### config.mk
export PLATFORM = sky130hd
export DESIGN_NAME = ex_muldiv_unit
export DESIGN_NICKNAME = d
export VERILOG_FILES = /design/src/rtl/ex_muldiv_unit.sv
export SDC_FILE = /design/constraint.sdc
export NUM_CORES = 2
export LEC_CHECK = 0
export ABC_AREA = 1
export CAP_MARGIN = 20
export CORE_UTILIZATION = 35
export CTS_BUF_LIST = sky130_fd_sc_hd__clkbuf_8
export CTS_CLUSTER_SIZE = 14
export DETAILED_ROUTE_END_ITERATION = 7
export MAX_ROUTING_LAYER = met4
export PLACE_DENSITY = 0.64
export SYNTH_ARGS = -nofsm -noshare
export SYNTH_HDL_FRONTEND = slang
export SYNTH_SLANG_ARGS = --single-unit
### constraint.sdc
create_clock -name CLK -period 7.2 [get_ports CLK]
set_input_delay 1.44 -clock CLK [delete_from_list [all_inputs] [get_ports CLK]]
set_output_delay 1.44 -clock CLK [all_outputs]
set_load 0.05 [all_outputs]
### src/rtl/ex_muldiv_unit.sv
// RV32M multiply/divide unit in EX: single-edge multiply, 32-step restoring divide.
// Holds the front of the pipeline via STALL until the result registers; DONE pulses for one FIN cycle.
module ex_muldiv_unit (
    input  logic        CLK,
    input  logic        RESET,
    input  logic        START,
    input  logic [4:0]  EX_ALU_SELECT,
    input  logic [31:0] OPERAND1,
    input  logic [31:0] OPERAND2,
    input  logic        KILL,
    output logic        STALL,
    output logic        DONE,
    output logic [31:0] RESULT
);

    typedef enum logic [1:0] {S_IDLE, S_MUL, S_DIV, S_FIN} state_t;

    state_t      r_state;
    state_t      w_next;
    logic [1:0]  r_code;
    logic [31:0] r_op1;
    logic [31:0] r_op2;
    logic [31:0] r_dvs;
    logic [31:0] r_quo;
    logic [31:0] r_rem;
    logic [5:0]  r_cnt;
    logic [31:0] r_result;
    logic        r_done;

    logic        w_is_m;
    logic        w_accept;
    logic [31:0] w_in_abs1;
    logic [31:0] w_in_abs2;
    logic        w_div_signed;
    logic        w_div_zero;
    logic        w_div_ovf;
    logic        w_div_special;
    logic        w_cnt_done;
    logic [32:0] w_trial;
    logic [63:0] w_mul_a;
    logic [63:0] w_mul_b;
    logic [63:0] w_prod;
    logic [31:0] w_quo_f;
    logic [31:0] w_rem_f;
    logic [31:0] w_result;
    logic        w_load;

    assign w_is_m   = START && (EX_ALU_SELECT[4:3] == 2'b01);
    assign w_accept = (r_state == S_IDLE) && w_is_m && !KILL;

    // Divide magnitudes are formed at accept so the first iteration can start on the next edge.
    assign w_in_abs1 = (!EX_ALU_SELECT[0] && OPERAND1[31]) ? -OPERAND1 : OPERAND1;
    assign w_in_abs2 = (!EX_ALU_SELECT[0] && OPERAND2[31]) ? -OPERAND2 : OPERAND2;

    assign w_div_signed  = !r_code[0];
    assign w_div_zero    = (r_op2 == 32'h0000_0000);
    assign w_div_ovf     = w_div_signed && (r_op1 == 32'h8000_0000) && (r_op2 == 32'hFFFF_FFFF);
    assign w_div_special = w_div_zero || w_div_ovf;
    assign w_cnt_done    = (r_cnt == 6'd32);
    assign w_trial       = {r_rem, r_quo[31]} - {1'b0, r_dvs};

    // Sign-extend to 64 bits; the low 64 bits of the product are then exact for every variant.
    assign w_mul_a = {{32{(r_code != 2'b11) && r_op1[31]}}, r_op1};
    assign w_mul_b = {{32{(r_code == 2'b01) && r_op2[31]}}, r_op2};
    assign w_prod  = w_mul_a * w_mul_b;

    assign w_quo_f = (w_div_signed && (r_op1[31] ^ r_op2[31])) ? -r_quo : r_quo;
    assign w_rem_f = (w_div_signed && r_op1[31]) ? -r_rem : r_rem;

    always_comb begin
        w_result = 32'h0000_0000;
        if (r_state == S_MUL) begin
            w_result = (r_code == 2'b00) ? w_prod[31:0] : w_prod[63:32];
        end else if (w_div_zero) begin
            w_result = r_code[1] ? r_op1 : 32'hFFFF_FFFF;
        end else if (w_div_ovf) begin
            w_result = r_code[1] ? 32'h0000_0000 : 32'h8000_0000;
        end else begin
            w_result = r_code[1] ? w_rem_f : w_quo_f;
        end
    end

    always_ff @(posedge CLK or posedge RESET) begin
        if (RESET) begin
            r_state <= S_IDLE;
        end else begin
            r_state <= w_next;
        end
    end

    always_comb begin
        w_next = r_state;
        STALL  = 1'b0;
        case (r_state)
            S_IDLE: begin
                STALL = w_is_m && !KILL;
                if (w_accept) begin
                    w_next = EX_ALU_SELECT[2] ? S_DIV : S_MUL;
                end
            end
            S_MUL: begin
                STALL  = 1'b1;
                w_next = KILL ? S_IDLE : S_FIN;
            end
            S_DIV: begin
                STALL = 1'b1;
                if (KILL) begin
                    w_next = S_IDLE;
                end else if (w_div_special || w_cnt_done) begin
                    w_next = S_FIN;
                end
            end
            S_FIN: begin
                w_next = S_IDLE;
            end
            default: begin
                w_next = S_IDLE;
            end
        endcase
    end

    assign w_load = ((r_state == S_MUL) || (r_state == S_DIV)) && (w_next == S_FIN);

    always_ff @(posedge CLK or posedge RESET) begin
        if (RESET) begin
            r_code   <= 2'b00;
            r_op1    <= 32'h0000_0000;
            r_op2    <= 32'h0000_0000;
            r_dvs    <= 32'h0000_0000;
            r_quo    <= 32'h0000_0000;
            r_rem    <= 32'h0000_0000;
            r_cnt    <= 6'd0;
            r_result <= 32'h0000_0000;
            r_done   <= 1'b0;
        end else begin
            r_done <= w_load;
            if (w_load) begin
                r_result <= w_result;
            end
            if (w_accept) begin
                r_code <= EX_ALU_SELECT[1:0];
                r_op1  <= OPERAND1;
                r_op2  <= OPERAND2;
                r_dvs  <= w_in_abs2;
                r_quo  <= w_in_abs1;
                r_rem  <= 32'h0000_0000;
                r_cnt  <= 6'd0;
            end else if ((r_state == S_DIV) && !w_cnt_done && !w_div_special) begin
                // Restoring step: the quotient register doubles as the dividend shift-out.
                if (!w_trial[32]) begin
                    r_rem <= w_trial[31:0];
                    r_quo <= {r_quo[30:0], 1'b1};
                end else begin
                    r_rem <= {r_rem[30:0], r_quo[31]};
                    r_quo <= {r_quo[30:0], 1'b0};
                end
                r_cnt <= r_cnt + 6'd1;
            end
        end
    end

    assign DONE   = r_done;
    assign RESULT = r_result;

endmodule
Yosys cells after proc, flatten, opt, wreduce, memory -nomap -nowiden
Cells that the tools add are included.

word-level totals
  flip-flop bits (word level) = 203
  word-level logic and storage cells = 82

cells by class
  add/sub/neg operators = 6
  multipliers = 1
  equal/unequal tests = 10
  mux-type cells = 26
  bitwise logic cells = 1
  reductions and logical operators = 28

operator list
  operator              count
  $mux 32               16
  $neg 32->32           4
  $eq 32x32->1 const B  2
  $mul 33x33->64        1
  $sub 33x32->33        1
  $logic_not 32->1      1
  $logic_and 1x1->1     15
  $mux 6                2
  $mux 2                5
  $pmux 2 s4            1
  $add 6x1->6 const B   1
  $eq 2x1->1 const B    3
  $eq 2x2->1 const B    3
  $eq 6x6->1 const B    1
  $logic_not 1->1       5
  $logic_not 2->1       2
  $logic_or 1x1->1      3
  $ne 2x2->1 const B    1
  $pmux 1 s2            1
  $reduce_bool 2->1     1
  $reduce_or 2->1       1
  $mux 1                1
  $xor 1x1->1           1

Logic depth before layout (Yosys ltp)
  depth in word-level cells = 10
  depth in mapped cells = 36
  depth with buffers taken out = 34

Worst setup path after synthesis
OpenSTA, ideal clock, no wires.

  path type = reg2reg
  start point = register r_code[1]
  end point = register r_result[31], in the netlist RESULT[31]
  setup time = 118 ps
  data arrival time = 7377 ps
  data required time = 7082 ps
  setup slack = -295 ps
  stages on the path, launching flop included = 29
  period minus slack after synthesis = 7495 ps
  cell sequence = dfrtp_1 -> clkbuf_1 -> clkbuf_1 -> a21oi_1 -> fa_1 -> inv_1 -> fa_1 -> inv_1 -> fa_1 -> inv_1 -> fa_1 -> fa_1 -> fa_1 -> fa_1 -> fa_1 -> inv_1 -> ha_1 -> nand2_1 -> nor2_1 -> nand2_1 -> nor4_1 -> and2_1 -> nand2_1 -> nand2_1 -> nand3_1 -> nand3_1 -> nand2_1 -> nand2_1 -> nand2_1

on the way
  longest elaborated chain between the ends = 5
  elaborated cells on any way between the ends = 13

ends and longest elaborated chain
  element                                      RTL line  text
  start: declaration                           20        logic [1:0] r_code;
  start signal: assignment                     141       r_code <= EX_ALU_SELECT[1:0];
  $ne 2x2->1 or $eq 2x1->1 (tied branches)     63, 64
  $logic_and 1x1->1, on equally long branches  63, 64
  $mul 33x33->64                               65        assign w_prod = w_mul_a * w_mul_b;
  $mux 32                                      73        w_result = (r_code == 2'b00) ? w_prod[31:0] : w_prod[63:32];
  $mux 32 *                                    72        if (r_state == S_MUL) begin
  end signal: assignment                       138       r_result <= w_result;
  end: declaration                             27        logic [31:0] r_result;

Mark *: on every way between the ends. The rest lies on a longest branch, timed or not.
A chain may end at the register's enable or synchronous reset.

Worst setup path in the final report
  start point = register r_op1[21]
  end point = register r_result[26], in the netlist RESULT[26]

on the way
  longest elaborated chain between the ends = 10
  elaborated cells on any way between the ends = 15

ends and longest elaborated chain
  element                                                  RTL line  text
  start: declaration                                       21        logic [31:0] r_op1;
  start signal: assignment                                 127       r_op1 <= 32'h0000_0000;
  start signal: assignment                                 142       r_op1 <= OPERAND1;
  branches (longest 10 deep; another with $mul 33x33->64)  --

Parallel ways; which one is timed is not known.

==> metrics <==
Mean Syn Cell Area=7.38 um^2; Yosys reg bits=202; CTS root buffer=clkbuf_8; Cell variety after synth=58; Max Cap Viol=0; Vert. Die Dim=401 um; largest net degree at the start of global routing=157; DR iter-0 viols=4183; I/O pin count=107; CP required=7740 ps; slew margin rel.=27.5%; Worst setup SP type=flip-flop; largest fanout on the critical path=13; count of input and output buffers=106; commonest non-fill, non-tap cells in the layout=nand2_1 (1994), inv_1 (1834), fa_1 (1091); slowest CP cell=fa_2; Ys Warns=0; clk_skew=68.9 ps; Hold Crit Class=flip-flop to flip-flop; Max clock buf depth=3; Post-Layout Inst Area=66700 um^2; CTS H-tree lvls=2; die footprint=161000 um^2; Vias/cell=5.04; status=finished, violations left; Final period util=100%; Placeable Area=158000 um^2; Clock Latency Late Sink=680 ps; clock period minus worst slack=7230 ps; drt pass-1 iters=8; GRT Total Usage=26.7%; layout cells sized above 1=14.9%; top cell type's share of synthesized area=40.5%; vias in the first global route=53100; area leader, netlist=fa_1; Placer Congestion=1.00; Rows=146; post-synthesis net count=9004; Top cell by count, worst path=nand2_1; Sink Count=202; post-synthesis mux area share=0%; most common cell after layout, fill and taps aside=nand2_1; CTS clock-pin slew for the worst setup and hold paths=70 ps; Slew @ Worst Pin=1080 ps; Compound-Gate Fraction of Synth Area=6.50%; Synth-to-Final Area Change=19.8%; fin. max-slew vios=0; Synth async-reset ratio=100%; Overflow after GRT=0; detailed-route wire length per cell=20.8 um; maximum operating frequency=138 MHz; CTS buffer count=40; top post-synthesis cells by area=fa_1 (40%), nand2_1 (14%), inv_1 (13%), dfrtp_1 (9.1%), ha_1 (5.7%); RSZ-0062 raised after global routing=true; hold slack=486 ps; failing checks=negative setup slack; crit path kind=flip-flop to flip-flop; initial antenna violation count=9; Post-DP Area=63000 um^2; HPWL after DPL=174000 um; endpoints failing hold=0; Post-Synth Adder-Cell Area=46.2%; Post-Synth XOR/XNOR Area=0.755%; CTS tree=built; largest family of logic cells by synthesized area=adder cells; die width=401 um; Final ANT Viol Nets=0; initial core utilization=35.2%; first-pass GRT wire length=318000 um; crit path DAT=7770 ps; Finish-stage setup viols=2; quantity of hold-fixing buffers added after cts=0; vias=50700; final net count=9399; Seq/Total Area, Yosys=9.08%; wirelength, routed=209000 um; worst setup margin=-26.2 ps; Post-Syn Instances=7550; Post-synth top flop=dfrtp_1; # DRC=0; Crit path largest cell delay=600 ps; Setup crit end kind=flip-flop; Post-Synthesis Cell Area=55700 um^2; post-synthesis simple-gate area fraction=21.8%; Post-synth EDFFs=0
-- through the flow --
step / instances / setup slack (ps) / util, % / setup TNS [ps]
final: 10100 / -26.2 / 42.2 / -27.2
after global routing: 10100 / -275 / 42.2 / -4920
after CTS: 10000 / -54.5 / 41.1 / -165
after detailed placement: 9928 / -457 / 39.8 / -9920
after global placement: 9928 / -448 / 39.8 / -9160
after floorplan: 7550 / 26.3 / - / 0
-- metal layers --
layer	track usage, %	share of wire (%)	vias up
li1	-	-	22800
met1	33.9	41	25600
met2	43.7	48	1847
met3	2.99	6.2	398
met4	10.5	4.7	0
met5	-	0	-
-- cell type report --
type | instances | area (um^2)
clock buffer | 44 | 606
timing repair buffer | 712 | 6950
inverter | 1904 | 7180
sequential | 202 | 5060
tap | 2072 | 2590
multi-input combinational | 5085 | 44000
antenna | 5 | 12.5
fill | 16100 | 91500
clock inverter | 28 | 289
-- state kept, by name, indices dropped and copies added (netlist names) --
| register | count |
|---|---|
| r_dvs | 31 |
| DONE | 1 |
| r_state | 2 |
| r_cnt | 6 |
| r_op1 | 32 |
| r_op2 | 32 |
| r_code | 2 |
| RESULT | 32 |
| r_rem | 32 |
| r_quo | 32 |
-- logic make-up after synthesis --
logic type,after synthesis
AO/OA/AOI/OAI,631
XOR/XNOR,48
AND/OR/NAND/NOR,3025
adder cells (fa/ha/maj),1381
buffers and inverters,2263
flip-flops,202
-- worst max-delay path, delay by kind of cell, from the launching register on --
kind | cells | cell delay (ps)
buffers and inverters | 11 | 1180
adders and majority gates | 9 | 4310
DFF | 1 | 450
and+or+nand+nor | 11 | 1060
AOI/OAI and AO/OA | 1 | 70
-- what timing repair did --
action,CTS,global route
buffers inserted,20,24
cloned,2,5
pin swaps,74,131
endpoints found under the setup margin,32,32
gates resized for setup,248,382
-- Yosys cell counts, drive strengths merged, types with 5 or more instances --
cell,n
nor2,481
a21o,7
clkbuf,231
xnor2,20
o21ai,300
inv,1903
nor4,8
dfrtp,202
buf,128
xor2,28
nor3,54
nand3b,13
o22ai,19
o221ai,14
o21bai,19
or2,5
a31oi,12
ha,255
fa,1126
nand4,47
a21oi,198
o21a,12
nand3,315
nand2,2096
o211ai,32
-- path summary, 6_finish.rpt --
check,start,to,slack [ps],cells after the start
max,r_op1[21],RESULT[26],-30,32
min,RESULT[10],RESULT[10],490,2
max reg2reg,r_op1[21],RESULT[26],-30,32
min reg2reg,RESULT[10],RESULT[10],490,2
max in group asynchronous,RESET,r_op1[21],4540,3
min in group asynchronous,RESET,r_dvs[16],1280,2
Power is left out: the tool's default activity adds up to more than one toggle a clock period on the data nets, which glitch-free logic cannot reach.
